$ cat config.mk
export PLATFORM = sky130hd
export DESIGN_NAME = hazard_stall_ctrl_flat
export DESIGN_NICKNAME = d
export VERILOG_FILES = /design/src/rtl/hazard_stall_ctrl_if.sv /design/src/rtl/hazard_stall_ctrl.sv /design/src/flat_wrapper.sv
export SDC_FILE = /design/constraint.sdc
export NUM_CORES = 1
export LEC_CHECK = 0
export CORE_MARGIN = 10
export CORE_UTILIZATION = 45
export CTS_CLUSTER_SIZE = 12
export DETAILED_ROUTE_END_ITERATION = 10
export GPL_TIMING_DRIVEN = 0
export PLACE_DENSITY = 0.8
export SYNTH_ARGS = -nofsm -noshare
export SYNTH_HDL_FRONTEND = slang
export SYNTH_SLANG_ARGS = --single-unit
$ cat constraint.sdc
create_clock -name clk -period 2.8 [get_ports clk]
set_input_delay 0.7 -clock clk [delete_from_list [all_inputs] [get_ports clk]]
set_output_delay 0.7 -clock clk [all_outputs]
set_load 0.02 [all_outputs]
$ cat src/rtl/hazard_stall_ctrl_if.sv
// Pipeline status in, stall/flush controls out, between the datapath and the hazard controller.
interface hazard_stall_ctrl_if #(
  parameter int unsigned CNT_W = 16
);
  logic [4:0]       IFID_rs1;
  logic [4:0]       IFID_rs2;
  logic             IFID_uses_rs2;
  logic [4:0]       IDEX_rd;
  logic             IDEX_MemRead;
  logic             EXMEM_MemReq;
  logic             mem_ready;
  logic             branch_taken;
  logic             PCWrite;
  logic             IFID_Write;
  logic             IDEX_Write;
  logic             EXMEM_Write;
  logic             IDEX_Bubble;
  logic             IFID_Flush;
  logic             IDEX_Flush;
  logic             EXMEM_Flush;
  logic [CNT_W-1:0] stall_count;
  logic [CNT_W-1:0] flush_count;

  modport master (
    output IFID_rs1, IFID_rs2, IFID_uses_rs2, IDEX_rd, IDEX_MemRead,
           EXMEM_MemReq, mem_ready, branch_taken,
    input  PCWrite, IFID_Write, IDEX_Write, EXMEM_Write, IDEX_Bubble,
           IFID_Flush, IDEX_Flush, EXMEM_Flush, stall_count, flush_count
  );

  modport slave (
    input  IFID_rs1, IFID_rs2, IFID_uses_rs2, IDEX_rd, IDEX_MemRead,
           EXMEM_MemReq, mem_ready, branch_taken,
    output PCWrite, IFID_Write, IDEX_Write, EXMEM_Write, IDEX_Bubble,
           IFID_Flush, IDEX_Flush, EXMEM_Flush, stall_count, flush_count
  );
endinterface

$ cat src/rtl/hazard_stall_ctrl.sv
// Hazard/stall controller for the five-stage RV64 pipeline: load-use bubbles,
// taken-branch flushes, data-memory wait freezes and saturating event counters.
module hazard_stall_ctrl #(
  parameter int unsigned CNT_W = 16
) (
  input  logic                clk,
  input  logic                reset,
  hazard_stall_ctrl_if.slave  bus
);

  typedef enum logic [1:0] {RUN, STALL, MWAIT} state_t;

  state_t           state_q, state_d;
  logic             lu, mw;
  logic             do_freeze, do_flush, do_bubble;
  logic [CNT_W-1:0] stall_q, flush_q;

  assign lu = bus.IDEX_MemRead && (bus.IDEX_rd != 5'd0) &&
              ((bus.IDEX_rd == bus.IFID_rs1) ||
               (bus.IFID_uses_rs2 && (bus.IDEX_rd == bus.IFID_rs2)));
  assign mw = bus.EXMEM_MemReq && !bus.mem_ready;

  always_ff @(posedge clk or negedge reset) begin
    if (!reset) state_q <= RUN;
    else        state_q <= state_d;
  end

  always_comb begin
    state_d = state_q;
    case (state_q)
      RUN, MWAIT: begin
        if (mw)                    state_d = MWAIT;
        else if (bus.branch_taken) state_d = RUN;
        else if (lu)               state_d = STALL;
        else                       state_d = RUN;
      end
      STALL:   state_d = mw ? MWAIT : RUN;
      default: state_d = RUN;
    endcase
  end

  // Action decode; STALL skips the load-use term so a load yields one bubble.
  // Gated by reset so outputs are idle while reset is held.
  always_comb begin
    do_freeze = 1'b0;
    do_flush  = 1'b0;
    do_bubble = 1'b0;
    if (reset) begin
      case (state_q)
        RUN, MWAIT: begin
          if (mw)                    do_freeze = 1'b1;
          else if (bus.branch_taken) do_flush  = 1'b1;
          else if (lu)               do_bubble = 1'b1;
        end
        STALL: begin
          if (mw)                    do_freeze = 1'b1;
          else if (bus.branch_taken) do_flush  = 1'b1;
        end
        default: ;
      endcase
    end
  end

  always_comb begin
    bus.PCWrite     = !(do_freeze || do_bubble);
    bus.IFID_Write  = !(do_freeze || do_bubble);
    bus.IDEX_Write  = !do_freeze;
    bus.EXMEM_Write = !do_freeze;
    bus.IDEX_Bubble = do_bubble;
    bus.IFID_Flush  = do_flush;
    bus.IDEX_Flush  = do_flush;
    bus.EXMEM_Flush = do_flush;
  end

  always_ff @(posedge clk or negedge reset) begin
    if (!reset) begin
      stall_q <= '0;
      flush_q <= '0;
    end else begin
      if ((do_freeze || do_bubble) && (stall_q != '1)) stall_q <= stall_q + CNT_W'(1);
      if (do_flush && (flush_q != '1))                 flush_q <= flush_q + CNT_W'(1);
    end
  end

  assign bus.stall_count = stall_q;
  assign bus.flush_count = flush_q;

endmodule

$ cat src/flat_wrapper.sv
// flat-port wrapper written by rule: the top's interface ports become plain ports
module hazard_stall_ctrl_flat 
#(
  parameter int unsigned CNT_W = 16
)
  (clk, reset, bus_IFID_rs1, bus_IFID_rs2, bus_IFID_uses_rs2, bus_IDEX_rd, bus_IDEX_MemRead, bus_EXMEM_MemReq, bus_mem_ready, bus_branch_taken, bus_PCWrite, bus_IFID_Write, bus_IDEX_Write, bus_EXMEM_Write, bus_IDEX_Bubble, bus_IFID_Flush, bus_IDEX_Flush, bus_EXMEM_Flush, bus_stall_count, bus_flush_count);
  hazard_stall_ctrl_if #(.CNT_W(CNT_W)) bus_i ();
  input  logic clk;
  input  logic reset;
  input wire logic [$bits(bus_i.IFID_rs1)-1:0] bus_IFID_rs1;
  input wire logic [$bits(bus_i.IFID_rs2)-1:0] bus_IFID_rs2;
  input wire logic [$bits(bus_i.IFID_uses_rs2)-1:0] bus_IFID_uses_rs2;
  input wire logic [$bits(bus_i.IDEX_rd)-1:0] bus_IDEX_rd;
  input wire logic [$bits(bus_i.IDEX_MemRead)-1:0] bus_IDEX_MemRead;
  input wire logic [$bits(bus_i.EXMEM_MemReq)-1:0] bus_EXMEM_MemReq;
  input wire logic [$bits(bus_i.mem_ready)-1:0] bus_mem_ready;
  input wire logic [$bits(bus_i.branch_taken)-1:0] bus_branch_taken;
  output wire logic [$bits(bus_i.PCWrite)-1:0] bus_PCWrite;
  output wire logic [$bits(bus_i.IFID_Write)-1:0] bus_IFID_Write;
  output wire logic [$bits(bus_i.IDEX_Write)-1:0] bus_IDEX_Write;
  output wire logic [$bits(bus_i.EXMEM_Write)-1:0] bus_EXMEM_Write;
  output wire logic [$bits(bus_i.IDEX_Bubble)-1:0] bus_IDEX_Bubble;
  output wire logic [$bits(bus_i.IFID_Flush)-1:0] bus_IFID_Flush;
  output wire logic [$bits(bus_i.IDEX_Flush)-1:0] bus_IDEX_Flush;
  output wire logic [$bits(bus_i.EXMEM_Flush)-1:0] bus_EXMEM_Flush;
  output wire logic [$bits(bus_i.stall_count)-1:0] bus_stall_count;
  output wire logic [$bits(bus_i.flush_count)-1:0] bus_flush_count;
  assign bus_i.IFID_rs1 = bus_IFID_rs1;
  assign bus_i.IFID_rs2 = bus_IFID_rs2;
  assign bus_i.IFID_uses_rs2 = bus_IFID_uses_rs2;
  assign bus_i.IDEX_rd = bus_IDEX_rd;
  assign bus_i.IDEX_MemRead = bus_IDEX_MemRead;
  assign bus_i.EXMEM_MemReq = bus_EXMEM_MemReq;
  assign bus_i.mem_ready = bus_mem_ready;
  assign bus_i.branch_taken = bus_branch_taken;
  assign bus_PCWrite = bus_i.PCWrite;
  assign bus_IFID_Write = bus_i.IFID_Write;
  assign bus_IDEX_Write = bus_i.IDEX_Write;
  assign bus_EXMEM_Write = bus_i.EXMEM_Write;
  assign bus_IDEX_Bubble = bus_i.IDEX_Bubble;
  assign bus_IFID_Flush = bus_i.IFID_Flush;
  assign bus_IDEX_Flush = bus_i.IDEX_Flush;
  assign bus_EXMEM_Flush = bus_i.EXMEM_Flush;
  assign bus_stall_count = bus_i.stall_count;
  assign bus_flush_count = bus_i.flush_count;
  hazard_stall_ctrl #(.CNT_W(CNT_W)) u_core (.clk(clk), .reset(reset), .bus(bus_i));
endmodule
==> results.json <==
{
  "status": "finished, final reports clean",
  "setup_tns_ns": 0,
  "placed_area_sq_mm": 0.00245,
  "vias_per_cell": 4.96,
  "max_freq_mhz": 363,
  "pwr_density_cell_mw_per_mm2": 584,
  "die_w_microns": 82.9,
  "fin_crit_sh_pct": 98.3,
  "layout_commonest_cell": "clkdlybuf4s50_1",
  "grt_pass1_vias": 1640,
  "yosysSeqAreaShare_pct": 47.7,
  "rsz0062_at_grt": "yes",
  "syn-cell-area_sq_mm": 0.00178,
  "slew_headroom_pct": 65.7,
  "cts_tree": "yes",
  "hpwlAfterDp_mm": 3.33,
  "dr.pass1.iters": 6,
  "yosysTopAreaCell": "dfrtp_1",
  "cp_cell_sequence": "clkdlybuf4s50_1 > xnor2_1 > a32oi_1 > o31a_4 > buf_6 > buf_6",
  "holdWs_ns": 0.363,
  "numCtsBuffers": 5,
  "stdcell_count": 296,
  "antenna_left": 0,
  "wl_per_cell_microns": 15.2,
  "io_pins": 62,
  "fin_nets": 271,
  "path_clk_slew_ns": 0.07,
  "finalWirelength_mm": 4.50,
  "drt_iter0_drc": 107,
  "dr_total_vias": 1468,
  "final_cell_mix": "clkdlybuf4s50_1, dfrtp_1, xor2_1",
  "fin_area_sq_mm": 0.00259,
  "drive_above_1_share_pct": 17.3,
  "syn_avg_cell_area_sq_um": 10.3,
  "ctsRootBufferMaster": "clkbuf_8",
  "die_area_sq_mm": 0.00688,
  "cp_data_required_time_ns": 2.10,
  "route.detailed.drc": 0,
  "synthCells": 173,
  "crit_path_max_incr_delay_ns": 0.47,
  "core-area_sq_mm": 0.00374,
  "grt_usage_pct": 12.8,
  "p_total_mw": 1.51,
  "syn-num-nets": 197,
  "htreeDepth": 2,
  "synth.distinct_cells": 27,
  "slowest_stage": "clkdlybuf4s50_1",
  "port_buffers": 61,
  "grt_max_degree": 38,
  "yosysTopAreaCellShare_pct": 47.7,
  "synth_edf_count": 0,
  "crit_fanout": 6,
  "cts_buffer_depth": 2,
  "final.min_clock_period_ns": 2.75,
  "die_y_microns": 82.9,
  "cpMostUsedCell": "buf_6",
  "synth-seq-cells": 34,
  "start_util_pct": 47.6,
  "leakagePower_nw": 1.21,
  "clock_latency_ns": 0.28,
  "skew_ns": 0.00806,
  "report.final.slew_viol_count": 0,
  "ys.flop_type": "dfrtp_1",
  "hp-class": "in -> async",
  "cp-start-kind": "input pin",
  "grt-ovfl-total": 0,
  "maxCapViolations": 0,
  "area_delta_synth_final_pct": 45.2,
  "cp_num_buf_inv": 3,
  "cp-end-kind": "output port",
  "async_flop_share_pct": 100,
  "critPathKind": "in -> out",
  "tightestPinTransition_ns": 0.513,
  "num_rows": 22,
  "clkSinkCount": 34,
  "place_congestion": 0.781,
  "grt_pass1_wl_mm": 7.67,
  "yosysWarningCount": 0,
  "hold_viol_final": 0,
  "peakVddDrop_uv": 484,
  "diodes": 0,
  "ctsHoldBuffers": 0,
  "dp_cells": 282,
  "worst_ep_arrival_time_ns": 2.05,
  "setup_violations": 0,
  "synth_top_cells_by_area": "dfrtp_1, xor2_1, xnor2_1",
  "cp_top_family": "buffers and inverters",
  "antenna_found_initial": 0
}
==> through the flow <==
stage / util [%] / setup slack, ns
final: 69.2 / 0.0465
after global routing: 69.2 / -0.0260
after CTS: 69.3 / -0.119
after detailed placement: 65.4 / -0.920
after global placement: 65.5 / -1.69
after floorplan: - / 0.198
==> kinds of logic (layout without fill, tap and decap cells) <==
group,after synthesis,count (layout),synth area share [%]
buffers and inverters,8,83,2.95
AO/OA/AOI/OAI,7,7,3.23
flip-flops,34,34,47.7
multiplexers,5,5,3.16
XOR/XNOR,36,36,17.7
AND/OR/NAND/NOR,81,81,23.9
adder cells (fa/ha/maj),2,2,1.40
==> registers in the layout, indices dropped and copies added (netlist names) <==
register / cells
u_core.state_q: 2
u_core.bus.flush_count: 16
u_core.bus.stall_count: 16
==> worst register-to-register path: stages (launching register included) <==
cell	delay, ns
dfrtp_1	0.42
and4_1	0.26
nand3_1	0.13
or2_2	0.35
nor2_1	0.32
nor2_1	0.13
mux2_2	0.29
==> power by group <==
part / total, mW / switching [mW] / internal (mW)
clock: 0.369 / 0.170 / 0.198
combinational: 0.480 / 0.240 / 0.240
sequential: 0.662 / 0.0942 / 0.568
total: 1.51 / 0.505 / 1.01
==> layer usage <==
metal | up-vias | GRT usage, % | part of all wire (%)
met3 | 6 | 5.57 | 7.6
li1 | 738 | - | -
met1 | 685 | 13.3 | 38
met2 | 39 | 23.0 | 52
met4 | 0 | 3.23 | 1.4
met5 | - | 0 | 0
==> synthesized netlist by cell type, drive strengths merged, types with 3 or more instances <==
| cell | instances |
|---|---|
| dfrtp | 34 |
| xnor2 | 11 |
| and4 | 3 |
| a21oi | 3 |
| mux2 | 5 |
| and3 | 6 |
| inv | 3 |
| buf | 5 |
| nor3 | 10 |
| nand3 | 9 |
| xor2 | 25 |
| nand2 | 22 |
| nand2b | 3 |
| nand4 | 5 |
| nor2 | 15 |
| nor4 | 4 |
==> worst paths after layout <==
kind,startpoint,to,slack [ns],cells past startpoint
max in group asynchronous,reset,u_core.bus.stall_count[1],2.11,1
setup / recovery,bus_IFID_rs2[1],bus_PCWrite,0.05,6
hold / removal,reset,u_core.bus.flush_count[12],0.36,1
min in group clk,u_core.state_q[1],u_core.state_q[1],0.47,1
setup reg to reg,u_core.bus.stall_count[8],u_core.bus.stall_count[1],0.79,6
hold reg to reg,u_core.state_q[1],u_core.state_q[1],0.47,1
==> cell type report <==
class	count	area, sq um
fill	308	1150
multi-input combinational	131	910
sequential	34	851
timing repair buffer	68	632
clock buffer	7	86.3
tap	48	60.1
buffer	4	33.8
inverter	3	11.3
clock inverter	1	5.00
==> what timing repair did <==
| item | CTS | global route |
|---|---|---|
| hold endpoints to repair | 0 | 0 |
| setup buffers | 8 | 1 |
| pin swaps | 9 | 7 |
| gates resized for setup | 64 | 10 |
| setup endpoints to repair | 8 | 6 |
Note: power is estimated with default switching activity, not from simulation.
